--- src/rtl/id_ex_stage_if.sv ---
// Decode-to-execute stage bus: decode-side handshake, execute-side handshake,
// flush request and occupancy.
interface id_ex_stage_if #(
    parameter int DATA_W = 96,
    parameter int PC_W   = 32,
    parameter int INS_W  = 32
);
    logic              flush;
    logic              in_valid;
    logic              in_ready;
    logic [INS_W-1:0]  in_ins;
    logic [PC_W-1:0]   in_pc;
    logic [DATA_W-1:0] in_data;
    logic              out_valid;
    logic              out_ready;
    logic [INS_W-1:0]  out_ins;
    logic [PC_W-1:0]   out_pc;
    logic [PC_W-1:0]   out_pc_link;
    logic [DATA_W-1:0] out_data;
    logic [1:0]        occ;

    // master is the pipeline around the stage, slave is the stage itself
    modport master (
        output flush, in_valid, in_ins, in_pc, in_data, out_ready,
        input  in_ready, out_valid, out_ins, out_pc, out_pc_link, out_data, occ
    );

    modport slave (
        input  flush, in_valid, in_ins, in_pc, in_data, out_ready,
        output in_ready, out_valid, out_ins, out_pc, out_pc_link, out_data, occ
    );
endinterface

--- src/rtl/id_ex_stage.sv ---
// ID/EX pipeline register with valid/ready handshake and synchronous flush.
// Define ID_EX_SKID_EN to add a second (skid) entry and a registered in_ready.
module id_ex_stage #(
    parameter int DATA_W = 96,
    parameter int PC_W   = 32,
    parameter int INS_W  = 32,
    parameter int PC_INC = 4
) (
    input  logic          clk,
    input  logic          rst,
    id_ex_stage_if.slave  bus
);
    logic              main_valid;
    logic [INS_W-1:0]  main_ins;
    logic [PC_W-1:0]   main_pc;
    logic [PC_W-1:0]   main_link;
    logic [DATA_W-1:0] main_data;

    logic              in_fire;
    logic              main_drain;
    logic [PC_W-1:0]   in_link;

    assign in_fire    = bus.in_valid && bus.in_ready;
    assign main_drain = main_valid && bus.out_ready;
    // Link PC is formed at capture so the execute side sees a plain register.
    assign in_link    = bus.in_pc + PC_W'(PC_INC);

    assign bus.out_valid   = main_valid;
    assign bus.out_ins     = main_ins;
    assign bus.out_pc      = main_pc;
    assign bus.out_pc_link = main_link;
    assign bus.out_data    = main_data;

`ifdef ID_EX_SKID_EN
    logic              skid_valid;
    logic [INS_W-1:0]  skid_ins;
    logic [PC_W-1:0]   skid_pc;
    logic [PC_W-1:0]   skid_link;
    logic [DATA_W-1:0] skid_data;

    // Ready depends only on stored state, so out_ready never reaches decode.
    assign bus.in_ready = !rst && !skid_valid;
    assign bus.occ      = {skid_valid, main_valid & ~skid_valid};

    always_ff @(posedge clk) begin
        if (rst) begin
            main_valid <= 1'b0;
            main_ins   <= '0;
            main_pc    <= '0;
            main_link  <= '0;
            main_data  <= '0;
            skid_valid <= 1'b0;
            skid_ins   <= '0;
            skid_pc    <= '0;
            skid_link  <= '0;
            skid_data  <= '0;
        end else if (bus.flush) begin
            main_valid <= 1'b0;
            skid_valid <= 1'b0;
        end else if (skid_valid) begin
            // in_ready is low here, so only a drain can happen
            if (main_drain) begin
                main_ins   <= skid_ins;
                main_pc    <= skid_pc;
                main_link  <= skid_link;
                main_data  <= skid_data;
                skid_valid <= 1'b0;
            end
        end else if (in_fire) begin
            if (!main_valid || main_drain) begin
                main_valid <= 1'b1;
                main_ins   <= bus.in_ins;
                main_pc    <= bus.in_pc;
                main_link  <= in_link;
                main_data  <= bus.in_data;
            end else begin
                skid_valid <= 1'b1;
                skid_ins   <= bus.in_ins;
                skid_pc    <= bus.in_pc;
                skid_link  <= in_link;
                skid_data  <= bus.in_data;
            end
        end else if (main_drain) begin
            main_valid <= 1'b0;
        end
    end
`else
    assign bus.in_ready = !rst && (!main_valid || bus.out_ready);
    assign bus.occ      = {1'b0, main_valid};

    always_ff @(posedge clk) begin
        if (rst) begin
            main_valid <= 1'b0;
            main_ins   <= '0;
            main_pc    <= '0;
            main_link  <= '0;
            main_data  <= '0;
        end else if (bus.flush) begin
            main_valid <= 1'b0;
        end else if (in_fire) begin
            main_valid <= 1'b1;
            main_ins   <= bus.in_ins;
            main_pc    <= bus.in_pc;
            main_link  <= in_link;
            main_data  <= bus.in_data;
        end else if (main_drain) begin
            main_valid <= 1'b0;
        end
    end
`endif
endmodule

--- src/flat_wrapper.sv ---
// flat-port wrapper written by rule: the top's interface ports become plain ports
module id_ex_stage_flat 
#(
    parameter int DATA_W = 96,
    parameter int PC_W   = 32,
    parameter int INS_W  = 32,
    parameter int PC_INC = 4
)
  (clk, rst, bus_flush, bus_in_valid, bus_in_ins, bus_in_pc, bus_in_data, bus_out_ready, bus_in_ready, bus_out_valid, bus_out_ins, bus_out_pc, bus_out_pc_link, bus_out_data, bus_occ);
  id_ex_stage_if #(.DATA_W(DATA_W), .PC_W(PC_W), .INS_W(INS_W)) bus_i ();
  input  logic clk;
  input  logic rst;
  input wire logic [$bits(bus_i.flush)-1:0] bus_flush;
  input wire logic [$bits(bus_i.in_valid)-1:0] bus_in_valid;
  input wire logic [$bits(bus_i.in_ins)-1:0] bus_in_ins;
  input wire logic [$bits(bus_i.in_pc)-1:0] bus_in_pc;
  input wire logic [$bits(bus_i.in_data)-1:0] bus_in_data;
  input wire logic [$bits(bus_i.out_ready)-1:0] bus_out_ready;
  output wire logic [$bits(bus_i.in_ready)-1:0] bus_in_ready;
  output wire logic [$bits(bus_i.out_valid)-1:0] bus_out_valid;
  output wire logic [$bits(bus_i.out_ins)-1:0] bus_out_ins;
  output wire logic [$bits(bus_i.out_pc)-1:0] bus_out_pc;
  output wire logic [$bits(bus_i.out_pc_link)-1:0] bus_out_pc_link;
  output wire logic [$bits(bus_i.out_data)-1:0] bus_out_data;
  output wire logic [$bits(bus_i.occ)-1:0] bus_occ;
  assign bus_i.flush = bus_flush;
  assign bus_i.in_valid = bus_in_valid;
  assign bus_i.in_ins = bus_in_ins;
  assign bus_i.in_pc = bus_in_pc;
  assign bus_i.in_data = bus_in_data;
  assign bus_i.out_ready = bus_out_ready;
  assign bus_in_ready = bus_i.in_ready;
  assign bus_out_valid = bus_i.out_valid;
  assign bus_out_ins = bus_i.out_ins;
  assign bus_out_pc = bus_i.out_pc;
  assign bus_out_pc_link = bus_i.out_pc_link;
  assign bus_out_data = bus_i.out_data;
  assign bus_occ = bus_i.occ;
  id_ex_stage #(.DATA_W(DATA_W), .PC_W(PC_W), .INS_W(INS_W), .PC_INC(PC_INC)) u_core (.clk(clk), .rst(rst), .bus(bus_i));
endmodule
--- config.mk ---
export PLATFORM = sky130hd
export DESIGN_NAME = id_ex_stage_flat
export DESIGN_NICKNAME = d
export VERILOG_FILES = /design/src/rtl/id_ex_stage_if.sv /design/src/rtl/id_ex_stage.sv /design/src/flat_wrapper.sv
export SDC_FILE = /design/constraint.sdc
export NUM_CORES = 1
export LEC_CHECK = 0
export CORE_UTILIZATION = 36
export CTS_CLUSTER_SIZE = 14
export DETAILED_ROUTE_END_ITERATION = 10
export GPL_TIMING_DRIVEN = 0
export PLACE_DENSITY = 0.76
export SLEW_MARGIN = 20
export SYNTH_ARGS = -nofsm -noshare
export SYNTH_HDL_FRONTEND = slang
export SYNTH_SLANG_ARGS = --single-unit
export TNS_END_PERCENT = 20
--- constraint.sdc ---
create_clock -name clk -period 2.7 [get_ports clk]
set_clock_uncertainty 0.15 [all_clocks]
set_input_delay 0.81 -clock clk [delete_from_list [all_inputs] [get_ports clk]]
set_output_delay 0.81 -clock clk [all_outputs]
set_load 0.01 [all_outputs]
==> results.md, run 1 <==
* Status: completed
* Sw frac at 0.253
* Yosys top cell area share at 0.540
* Mean Syn Cell Area at 7.88 sq um
* CTS clk-pin slew, worst paths at 0.07 ns
* Measured slew at the worst slew-check pin at 0.688 ns
* Vias in the first global route at 7,125
* Startpoint Class: primary input
* Number of distinct library cells after synthesis at 36
* Commonest non-fill, non-tap cell in the layout: clkdlybuf4s50_1
* Final setup viols at 0
* Share of the clock period used by the worst path at 0.984
* Initial antenna violation count at 1
* Fin crit period at 2.66 ns
* DIE WIDTH at 142 microns
* Post-detailed-route DRC marker count at 0
* Post-synthesis cell area at 0.00708 sq mm
* Area share of xor/xnor cells in the synthesized design at 0.0161
* Timing-limited maximum frequency at 376 MHz
* Worst Setup Slack, final at 0.0431 ns
* Clock network latency to the later pin of the worst-skew pair at 0.42 ns
* Dominant cells by area after synthesis: dfxtp_1, nand2_1, a21oi_1
* # clock sinks at 191
* Area added between synthesis and finish at 65.2%
* Most frequent cells in the layout: clkdlybuf4s50_1, nand2_1, dfxtp_1
* Reported net switching power at 1640 uW
* Maximum level of the CTS H-tree at 4
* Global router's overall resource usage at 0.247
* Hold-fix buffers at CTS at 0
* Leakage power total at 0.00408 uW
* Aggregate routed wire length at 25.3 mm
* Power per cell area at 553 mW/mm^2
* Synth Area in Adders at 0.00177
* Internal power of the cells at 4830 uW
* CTS tree: built
* Full die area at 0.0202 sq mm
* Synth warn at 0
* Number of optimization iterations in the first detailed-route pass at 6
* Count of standard-cell rows at 50
* Fillcell total at 1,727
* Total inserted antenna cells at 0
* Worst-path maximum fanout at 2
* Detailed Route Iter0 Violations at 309
* Weighted congestion reported at the end of routability-driven placement at 0.795
* Global-route wire length before repair at 38.0 mm
* Root buf cell: clkbuf_16
* Sequential-to-total area share from yosys stat at 0.540
* Relative contribution of sequential cells to total power at 0.459
* Area occupied by registers at 0.00382 sq mm
* Final slew viol count at 0
* Core area at 0.0190 sq mm
* Average wire length per cell after detail routing at 16.3 microns
* Required time of the critical path at 1.74 ns
* Number of synthesized register bits at 191
* Cell count after synthesis at 898
* Maximum buffer depth of the clock tree at 2
* Fraction of layout cells with a size suffix above 1 at 0.0543
* Path type of the worst setup path: in -> out
* Post-detailed-route via-to-cell ratio at 4.80
* Worst min-delay path category: reg -> reg
* Area fraction in compound gates after synthesis at 0.158
* Crit end category: output pin
* Share of synthesized area spent on multiplexers at 0
* Maximum capacitance violations at 0
* Worst supply voltage drop on vdd at 0.000404 V
* Cell taking the most area after synthesis: dfxtp_1
* Dominant combinational cell family by area after synthesis: simple AND/OR/NAND/NOR gates
* Largest net degree at the start of global routing at 19
* Setup slack after placement at -1.20 ns
* Overflow left after global routing at 0
* Total count of hold-check failures in the final report at 0
* Basic-gate share of the synthesized area counting and, or, nand and nor cells at 0.243
* WP data arrival at 1.70 ns
* Mapped Nets at 1,064
* Sum of net half-perimeters after detailed placement at 19.2 mm
* Post-layout nets at 1,442
* TritonCTS buffer count at 17
* Relative max-transition margin at 0.542
* Setup repair after global routing missed its margin: true
* Combinational share of power at 0.134
* Area of the multi-input gates at 0.00300 sq mm
* Count of vias placed by the detailed router at 7,437
* Number of antenna-violating nets in the routed design at 0
* Die height at 142 microns
* I/O pins at 361
* Worst hold-check slack at 0.303 ns
* Number of I/O port buffers at 359
* Part of the power in the clock network at 0.407
* Initial cell density of the core at 0.372
==> critical path, stage by stage <==
cell	delay, ns
clkdlybuf4s50_1	0.50
nor2b_2	0.06
nor2_1	0.08
clkdlybuf4s15_1	0.25
==> routing by layer <==
metal,GRT usage,routed length [microns]
met3,0.0845,2190
met5,0,15
met4,0.105,692
met2,0.431,12500
met1,0.271,9880
==> synth_stat cells, drive strengths merged <==
cell type,instances
a311oi,12
nand2,332
or3,10
inv,3
o21ai,10
nor3b,1
nor4,3
nor2,30
nand4,8
xor2,7
o311a,1
nand3,12
dfxtp,191
nor3,5
a31oi,1
o211a,1
o21bai,1
xnor2,6
a211oi,13
conb,1
clkbuf,57
nor2b,1
and2,1
buf,11
nand2b,3
or4,5
o31ai,3
and4,5
a21oi,162
ha,1
and3,1
==> layout make-up <==
| type | count | area share |
|---|---|---|
| clock inverter | 14 | 0.0148 |
| timing repair buffer | 360 | 0.308 |
| sequential | 191 | 0.327 |
| multi-input combinational | 636 | 0.256 |
| tap | 260 | 0.0278 |
| buffer | 67 | 0.0278 |
| inverter | 3 | 0.000963 |
| clock buffer | 18 | 0.0376 |
==> path summary, 6_finish.rpt <==
check | slack (ns) | cells after the start | endpoint | start
max reg2reg | 0.65 | 6 | u_core.bus.out_data[12] | u_core.bus.out_valid
max | 0.04 | 4 | bus_in_ready | bus_out_ready
min reg2reg | 0.30 | 2 | u_core.bus.out_data[64] | u_core.bus.out_data[64]
min | 0.30 | 2 | u_core.bus.out_data[64] | u_core.bus.out_data[64]
==> state kept, by name (all words and copies together), names as in the netlist <==
register	count
u_core.bus.out_ins	32
u_core.bus.out_pc_link	32
u_core.bus.out_valid	1
u_core.bus.out_pc	30
u_core.bus.out_data	96
==> power groups by stage <==
stage,registers [uW],logic (uW),clock network [uW]
finish,2970,866,2630
global route,2980,939,2790
CTS,2970,870,2690
detailed placement,3030,863,0
global placement,3030,856,0
floorplan,3080,241,0
==> cells by family after synthesis <==
logic type	count (synthesis)
simple gates	417
flops	191
other cells	1
xor+xnor	13
fa+ha+maj	1
buf+inv	71
compound gates	204
==> repair_timing <==
action,4_1_cts,5_1_grt
pin swaps,0,1
endpoints found under the hold margin,0,0
gates cloned,0,0
resized for setup,40,22
setup buffers,1,0
endpoints found under the setup margin,169,117
==> metrics by stage <==
| step | cell area (sq um) | util | setup TNS, ns | instances | power, uW |
|---|---|---|---|---|---|
| finish | 11700 | 0.615 | 0 | 1549 | 6460 |
| global route | 11700 | 0.615 | -0.0834 | 1549 | 6710 |
| CTS | 11700 | 0.613 | 0 | 1549 | 6520 |
| detailed placement | 11000 | 0.578 | -149.21 | 1517 | 3900 |
| global placement | 11000 | 0.578 | -147.14 | 1517 | 3890 |
| floorplan | 7080 | - | 0 | 898 | 3320 |
Power figures use the tool's default switching activity.
==> run 2, diff against run 1 <==
--- a/config.mk
+++ b/config.mk
@@ -5,6 +5,7 @@
 export SDC_FILE = /design/constraint.sdc
 export NUM_CORES = 1
 export LEC_CHECK = 0
+export CAP_MARGIN = 20
 export CORE_UTILIZATION = 36
 export CTS_CLUSTER_SIZE = 14
 export DETAILED_ROUTE_END_ITERATION = 10
==> results of run 2 <==
No change in the layout: final DEF, timing and power equal those of run 1.
==> run 3, diff against run 2 <==
--- a/config.mk
+++ b/config.mk
@@ -15,4 +15,3 @@
 export SYNTH_ARGS = -nofsm -noshare
 export SYNTH_HDL_FRONTEND = slang
 export SYNTH_SLANG_ARGS = --single-unit
-export TNS_END_PERCENT = 20
==> run 3 against run 2 <==
Compared with the run above: die area stayed put; largest cell class unchanged; clock power is essentially flat; largest power group unchanged; flip-flop and latch count stayed put; final cell count unchanged.
==> results.md, run 3 (synthesis results as in run 1) <==
* Status: completed
* Overflow left after global routing at 0
* Aggregate routed wire length at 25.3 mm
* Initial cell density of the core at 0.372
* Number of flip-flops under the largest register name at 96
* Number of cells on the worst hold path at 2
* Worst Setup Slack, final at 0.0431 ns
* Initial antenna violation count at 1
* Area occupied by registers at 0.00382 sq mm
* Share of the clock period used by the worst path at 0.984
* Measured slew at the worst slew-check pin at 0.687 ns
* Launch point of the worst hold path: u_core.bus.out_data[64]
* Maximum buffer depth of the clock tree at 2
* Part of the power in the clock network at 0.407
* Worst Hold Endpoint: u_core.bus.out_data[64]
* Worst min-delay path category: reg -> reg
* Worst-path maximum fanout at 2
* Final setup viols at 0
* Combinational share of power at 0.134
* Startpoint Class: primary input
* FF-to-FF setup slack at 0.68 ns
* CTS tree: built
* DIE WIDTH at 142 microns
* Commonest non-fill, non-tap cell in the layout: clkdlybuf4s50_1
* Number of optimization iterations in the first detailed-route pass at 6
* Internal power of the cells at 4830 uW
* Weighted congestion reported at the end of routability-driven placement at 0.795
* Fillcell total at 1,726
* I/O pins at 361
* Root buf cell: clkbuf_16
* Core area at 0.0190 sq mm
* Crit end category: output pin
* Hold-fix buffers at CTS at 0
* Number of I/O port buffers at 359
* Total count of hold-check failures in the final report at 0
* Fin crit period at 2.66 ns
* # clock sinks at 191
* Worst hold-check slack at 0.303 ns
* Fraction of layout cells with a size suffix above 1 at 0.0559
* Post-layout nets at 1,442
* Vias in the first global route at 7,125
* Die height at 142 microns
* Cell count of the worst reg-to-reg path at 6
* Number of antenna-violating nets in the routed design at 0
* Maximum level of the CTS H-tree at 4
* RR Endpoint: u_core.bus.out_data[75]
* Total inserted antenna cells at 0
* Sum of net half-perimeters after detailed placement at 19.2 mm
* WP data arrival at 1.70 ns
* Timing-limited maximum frequency at 376 MHz
* Average wire length per cell after detail routing at 16.3 microns
* Relative contribution of sequential cells to total power at 0.459
* Required time of the critical path at 1.74 ns
* Post-detailed-route DRC marker count at 0
* Post-detailed-route via-to-cell ratio at 4.80
* Path type of the worst setup path: in -> out
* Count of standard-cell rows at 50
* Global router's overall resource usage at 0.247
* Sw frac at 0.253
* Largest net degree at the start of global routing at 19
* Clock network latency to the later pin of the worst-skew pair at 0.42 ns
* Area added between synthesis and finish at 65.2%
* CTS clk-pin slew, worst paths at 0.07 ns
* Setup slack after placement at -1.20 ns
* Final cell count without fillers at 1,549
* Worst supply voltage drop on vdd at 0.000404 V
* TritonCTS buffer count at 17
* Full die area at 0.0202 sq mm
* Detailed Route Iter0 Violations at 308
* Reported net switching power at 1640 uW
* Power per cell area at 552 mW/mm^2
* Relative max-transition margin at 0.542
* Area of the multi-input gates at 0.00300 sq mm
* Count of vias placed by the detailed router at 7,442
* Maximum capacitance violations at 0
* Sum Neg Setup Slack at 0 ns
* Leakage power total at 0.00408 uW
* Most frequent cells in the layout: clkdlybuf4s50_1, nand2_1, dfxtp_1
* Cells after DPL at 1,517
* Start of the worst register-to-register path: u_core.bus.out_valid
* Global-route wire length before repair at 38.0 mm
* Final slew viol count at 0
* Final design utilization at 0.615
==> run 3: cell type report <==
cell class              count  area share
plain buffers              67      0.0280
clock buffers              18      0.0375
clock inverters            14      0.0148
inverters                   3    0.000963
multi-input cells         636       0.256
flip-flops and latches    191       0.327
well taps                 260      0.0278
repair buffers            360       0.308
==> run 3: power groups by stage <==
| stage | sequential, uW | combinational, uW | clock, uW |
|---|---|---|---|
| after CTS | 2970 | 870 | 2690 |
| after detailed placement | 3030 | 863 | 0 |
| after floorplan | 3080 | 241 | 0 |
| after global placement | 3030 | 856 | 0 |
| final | 2970 | 867 | 2630 |
| after global routing | 2980 | 939 | 2790 |
==> run 3: how the worst max path moves through the flow <==
stage	end	startpoint	cells after the start	slack [ns]
2_1_floorplan	u_core.bus.out_pc_link[30]	bus_in_pc[2]	5	0.06
3_3_place_gp	bus_in_ready	rst	5	-1.17
3_5_place_dp	bus_in_ready	rst	5	-1.20
4_1_cts	u_core.bus.out_data[49]	bus_in_valid	8	0.007
5_1_grt	u_core.bus.out_pc_link[21]	bus_flush	7	-0.008
6_report	bus_in_ready	bus_out_ready	4	0.04
==> run 3: per-stage QoR <==
step | total power (uW) | instance area (sq um)
finish | 6460 | 11700
global route | 6710 | 11700
CTS | 6520 | 11700
detailed placement | 3900 | 11000
global placement | 3890 | 11000
floorplan | 3320 | 7080
==> run 3: metal layers <==
metal	track usage	vias up	part of all wire
met2	0.431	261	0.49
met3	0.0845	35	0.086
met1	0.271	3388	0.39
met5	0	-	0.00059
li1	-	3756	-
met4	0.105	2	0.027
==> run 3: worst max-delay path: stages <==
cell and delay (ns):
clkdlybuf4s50_1 0.50, nor2b_2 0.06, nor2_1 0.08, clkdlybuf4s15_1 0.25
==> run 3: timing repair <==
action / 4_1_cts / 5_1_grt
resized for setup: 40 / 27
buffers inserted: 1 / 0
gates cloned: 0 / 0
pin swaps: 0 / 1
setup endpoints to repair: 169 / 117
